File: config.mk
export PLATFORM = sky130hd
export DESIGN_NAME = mode_reg_n
export DESIGN_NICKNAME = d
export VERILOG_FILES = /design/src/rtl/mode_reg_n.sv
export SDC_FILE = /design/constraint.sdc
export NUM_CORES = 1
export LEC_CHECK = 0
export BUFFER_PORTS_ARGS = -buffer_cell sky130_fd_sc_hd__buf_2
export CORE_MARGIN = 1
export CORE_UTILIZATION = 30
export CTS_BUF_LIST = sky130_fd_sc_hd__clkbuf_16
export DETAILED_ROUTE_END_ITERATION = 8
export PLACE_DENSITY = 0.59
export SYNTH_ARGS = -nofsm -noshare
export SYNTH_HDL_FRONTEND = slang
export SYNTH_SLANG_ARGS = --single-unit
File: constraint.sdc
create_clock -name Clk -period 3 [get_ports Clk]
set_input_delay 0.45 -clock Clk [delete_from_list [all_inputs] [get_ports Clk]]
set_output_delay 0.45 -clock Clk [all_outputs]
set_load 0.01 [all_outputs]
File: src/rtl/mode_reg_n.sv
// mode_reg_n: multi-mode datapath register (load/shift/rotate/count) with carry-out chaining.
// Define MODE_REG_UNDO_EN to add a one-level Undo port backed by a shadow register.
module mode_reg_n #(
    parameter int          WIDTH     = 8,
    parameter logic [31:0] RESET_VAL = '0
) (
    input  logic             Clk,
    input  logic             Clr,
    input  logic             En,
    input  logic [2:0]       Mode,
    input  logic [WIDTH-1:0] D,
    input  logic             Sin,
`ifdef MODE_REG_UNDO_EN
    input  logic             Undo,
`endif
    output logic [WIDTH-1:0] Q,
    output logic [WIDTH-1:0] Qn,
    output logic             Cout,
    output logic             Zero
);
    localparam logic [WIDTH-1:0] RV = RESET_VAL[WIDTH-1:0];

    logic [WIDTH-1:0] q_nx;
    logic             c_nx;

    always_comb begin
        q_nx = Q;
        c_nx = Cout;
        case (Mode)
            3'd1: {c_nx, q_nx} = {1'b0, D};
            3'd2: {c_nx, q_nx} = {Q, Sin};
            3'd3: {q_nx, c_nx} = {Sin, Q};
            3'd4: {c_nx, q_nx} = {Q[WIDTH-1], Q[WIDTH-2:0], Q[WIDTH-1]};
            3'd5: {q_nx, c_nx} = {Q[0], Q[WIDTH-1:1], Q[0]};
            3'd6: {c_nx, q_nx} = {1'b0, Q} + (WIDTH+1)'(1);
            3'd7: {c_nx, q_nx} = {Q == '0, Q - WIDTH'(1)};
            default: ;
        endcase
    end

`ifdef MODE_REG_UNDO_EN
    logic [WIDTH-1:0] sh;

    // Shadow captures the pre-update value of every real operation, so Undo steps back one.
    always_ff @(posedge Clk) begin
        if (Clr) begin
            Q    <= RV;
            Cout <= 1'b0;
            sh   <= RV;
        end else if (Undo) begin
            Q    <= sh;
            Cout <= 1'b0;
        end else if (En) begin
            Q    <= q_nx;
            Cout <= c_nx;
            if (Mode != 3'd0)
                sh <= Q;
        end
    end
`else
    always_ff @(posedge Clk) begin
        if (Clr) begin
            Q    <= RV;
            Cout <= 1'b0;
        end else if (En) begin
            Q    <= q_nx;
            Cout <= c_nx;
        end
    end
`endif

    assign Qn   = ~Q;
    assign Zero = (Q == '0);
endmodule
# ---- Word level (Yosys, flattened, before mapping)
# Index checks and enable logic that the tools add are counted.
dict set report classes {
  add_sub_neg 2
  mul 0
  div_mod_pow 0
  magnitude_cmp 0
  eq_ne 7
  shift 0
  mux 2
  bitwise_logic 1
  n_reduce_logical 7
}
# cell count
set op_table {}
lappend op_table {{one-hot mux 8 bit (7 select lines)} 1}
lappend op_table {{== test 3 bit (second input constant)} 4}
lappend op_table {{adder 8 x 1 -> 9 bit (second input constant)} 1}
lappend op_table {{logical NOT 8 bit} 1}
lappend op_table {{NOT 8 bit} 1}
lappend op_table {{subtractor 8 x 1 -> 8 bit (second input constant)} 1}
lappend op_table {{nonzero test 7 bit} 1}
lappend op_table {{== test 3 x 2 -> 1 bit (second input constant)} 2}
lappend op_table {{one-hot mux 1 bit (5 select lines)} 1}
lappend op_table {{nonzero test 5 bit} 1}
lappend op_table {{AND reduction 2 bit} 2}
lappend op_table {{OR reduction 2 bit} 2}
lappend op_table {{== test 3 x 1 -> 1 bit (second input constant)} 1}
dict set report totals {
  ff_bits 9
  latch_bits 0
  ram_bits 0
  romBits 0
  input_bits 15
  output_inout_bits 18
  wordCells 21
  n_memories 0
}

# ---- Depth between registers and ports, before layout
dict set report logic_depth {
  ltp_word 4
  depth_mapped 7
  depth_no_buf 6
}

# ---- Least setup slack after synthesis
# Ideal clock, no wire load.
dict set report synth_timing {
  path_kind {register to register}
  startpoint {register Q[0]}
  endpoint {register Q[1]}
  setup_ps 64
  arrival_time_ps 1674
  t_required_ps 2936
  path_slack_ps 1261
  path_stages_with_launch 8
  path_buffers 1
  synth_period_minus_slack_ps 1739
  path_cell_list {dfxtp_1 clkbuf_1 inv_1 ha_1 xnor2_1 a221oi_1 mux2i_1 nor2_1}
}
dict set report synth_between {
  elab_chain_len 2
  word_cells_on_any_way 3
  classes_between {add/sub (2); mux (1)}
}
# element line
set synth_lines {}
lappend synth_lines {{from (decl)} 16} ;# output logic [WIDTH-1:0] Q,
lappend synth_lines {{from (signal assigned)} 66} ;# Q <= q_nx;
lappend synth_lines {{subtractor 8 x 1 -> 8 bit or adder 8 x 1 -> 9 bit (tied branches)} {36, 35}}
lappend synth_lines {{one-hot mux 8 bit (7 select lines) *} 29} ;# case (Mode)
# Mark *: on every way between the ends. The rest lies on a longest branch, timed or not.
# A chain may end at the register's enable or synchronous reset.

# ---- Worst setup path after layout
dict set report layout_timing {
  startpoint {register Q[1]}
  endpoint {output port Zero}
}
dict set report layout_between {
  elab_chain_len 1
}
# element line
set layout_lines {}
lappend layout_lines {{logical NOT 8 bit} 73} ;# assign Zero = (Q == '0);
lappend layout_lines {{to (decl)} 19} ;# output logic Zero
# No other way between the ends.

==> results.json <==
{
  "outcome": "completed",
  "vias": 1210,
  "coreArea_mm2": 0.00342,
  "cp.required_ps": 2550,
  "clk_path_buf_depth": 2,
  "seqCellArea_um2": 180,
  "timing.hold.ws_ps": 515,
  "crit_path_max_fanout": 11,
  "hold_viol_final": 0,
  "grt_overflow_total": 0,
  "slew_headroom_pct": 59.2,
  "gp_congestion": 0.908,
  "crit_chain": "inv_1, ha_1, and4_1, buf_2",
  "ir_drop_uv": 247,
  "multiInputGateArea_um2": 753,
  "synthArstFlopShare_pct": 0,
  "drive_gt1_share_pct": 25.4,
  "ys.flop_type": "dfxtp_1",
  "ys_seq_area_share_pct": 16.4,
  "wl_um": 3180,
  "postCtsSetupRepairBufs": 0,
  "rows": 21,
  "clkTransAtPathRegs_ps": 40,
  "ant_nets": 0,
  "fin_crit_sh_pct": 65.7,
  "startpoint_type": "flop",
  "clock_latency_ps": 240,
  "period_needed_ps": 1970,
  "start_util_pct": 32.2,
  "hpwl_um": 2300,
  "mappedNetlistArea_mm2": 0.00110,
  "syn_nets": 163,
  "cts_resized": 0,
  "port_buffers": 32,
  "syn_area_per_cell_um2": 7.58,
  "p_leak_nw": 0.512,
  "slowest_stage": "dfxtp_1",
  "max_cap_viol_count": 0,
  "rsz0062_at_grt": "no",
  "cts_sinks": 9,
  "slew_violations": 0,
  "end_kind": "primary output",
  "timing.fmax_mhz": 507,
  "yosysWarnings": 0,
  "die_area_mm2": 0.00391,
  "arrival_ps": 1520,
  "crit_family": "flip-flops",
  "skew_ps": 2.89,
  "fin_setup_tns_ps": 0,
  "globalRouteTotalUtil_pct": 16.7,
  "die_w_um": 62.5,
  "worst-path-buf-inv": 2,
  "ios": 33,
  "synth_cell_types": 50,
  "drc": 0,
  "yosys_register_bits": 9,
  "routedWlPerCell_um": 14.8,
  "cts_made_buffers": 3,
  "antenna_found_initial": 0,
  "htree_levels": 1,
  "grt_first_pass_wirelength_um": 5230,
  "ff2ff_setup_slack_ps": 1240,
  "synth_edf_count": 0,
  "nNetsFinal": 188,
  "crit_path_max_incr_delay_ps": 540,
  "avgViaCountPerCell": 5.63,
  "grt_pass1_vias": 1089,
  "setup_viol": 0,
  "cts_tree": "done",
  "ctsHoldBuffers": 0,
  "power_density_mw_per_mm2": 508,
  "grt_max_degree": 37,
  "fin_total_pwr_mw": 0.645,
  "fill_cells": 383,
  "areaGrowthSynthToFinish_pct": 15.7,
  "dr.first_iter.drc_count": 136,
  "antenna_cells": 0,
  "tightest_slew_ps": 612,
  "chipHeight_um": 62.5,
  "drt_pass1_iterations": 4,
  "min_path_type": "input port to flop",
  "cts-root-buf": "clkbuf_16",
  "syn_inst": 145,
  "worstSetupPathType": "flop to primary output"
}
-- cells in the mapped netlist, types with 2 or more instances --
cell      number  area (µm²)
o21ai_0        7        35.0
o32ai_1        3        26.3
a31oi_1        3        18.8
o22ai_1        2        12.5
clkbuf_8       6        82.6
dfxtp_1        9         180
inv_1          9        33.8
nor2_1         8        30.0
a21o_1         3        22.5
buf_2          3        15.0
nor2b_1        2        12.5
nand2b_1       4        25.0
nand3_1        6        30.0
o211ai_1       2        15.0
xnor2_1        3        26.3
a21oi_1       15        75.1
nor3_1         4        20.0
buf_6          2        22.5
nand2_1       14        52.6
ha_1           3        37.5
mux2i_1        5        50.1
a32oi_1        2        17.5
and3_1         3        18.8
-- power by group --
part	leakage, nW	total [mW]	switching (mW)	internal, mW
Clock	0.0423	0.246	0.0705	0.175
Combinational	0.396	0.228	0.126	0.102
Sequential	0.0741	0.172	0.0356	0.136
Total	0.512	0.645	0.232	0.414
-- routing by layer --
layer,GRT usage (%),routed length [µm],vias up,part of all wire (%)
met2,24.9,1340,67,42
met4,4.94,52,0,1.6
met3,4.20,286,9,9.0
li1,-,-,585,-
met5,0,0,-,0
met1,23.3,1490,549,47
-- through the flow --
stage | setup WS [ps] | utilization, % | area, µm² | cells
floorplan | 1260 | - | 1100 | 145
global placement | 1160 | 34.9 | 1190 | 211
detailed placement | 1140 | 34.9 | 1190 | 211
CTS | 1020 | 37.2 | 1270 | 215
global route | 906 | 37.2 | 1270 | 215
finish | 1030 | 37.2 | 1270 | 215
-- logic make-up after synthesis --
group | after synthesis | share of synthesized area, %
AOI/OAI and AO/OA | 51 | 32.0
xor gates and xnor gates | 3 | 2.39
DFF | 9 | 16.4
adders and majority gates | 4 | 4.33
muxes | 5 | 4.56
and+or+nand+nor | 51 | 25.3
buffers and inverters | 22 | 15.0
-- layout by cell type, fill, tap and decap left out, types with 4 or more instances in the layout --
| cell type | count |
|---|---|
| mux2i_1 | 5 |
| o21ai_0 | 7 |
| nor2_1 | 8 |
| nor3_1 | 4 |
| inv_1 | 10 |
| buf_2 | 32 |
| nand3_1 | 6 |
| nand2b_1 | 4 |
| dfxtp_1 | 9 |
| nand2_1 | 14 |
| a21oi_1 | 15 |
-- worst paths after layout --
| check | end | cells after the start | start |
|---|---|---|---|
| max | Zero | 4 | Q[1]$_SDFFE_PP0P_ |
| min | Q[3]$_SDFFE_PP0P_ | 2 | En |
| max reg2reg | Q[6]$_SDFFE_PP0P_ | 6 | Q[1]$_SDFFE_PP0P_ |
| min reg2reg | Cout$_SDFFE_PP0P_ | 2 | Cout$_SDFFE_PP0P_ |
-- worst register-to-register path, cell delays in order, from the launching register on --
cell and delay [ps]:
dfxtp_1 540, ha_1 310, nand3_1 110, nor4_1 190, a31oi_1 110, o31a_1 290
o32ai_1 110
-- registers in the layout, indices dropped and copies added, names as in the netlist --
name and cells:
Q 8, Cout 1
-- area by class of cell --
| class | count | share of cell area [%] |
|---|---|---|
| timing repair buffer | 33 | 13.2 |
| sequential | 9 | 14.2 |
| clock inverter | 1 | 0.295 |
| inverter | 9 | 2.66 |
| tap | 46 | 4.53 |
| clock buffer | 3 | 5.91 |
| multi-input combinational | 114 | 59.3 |
(Power assumes the default switching activity.)
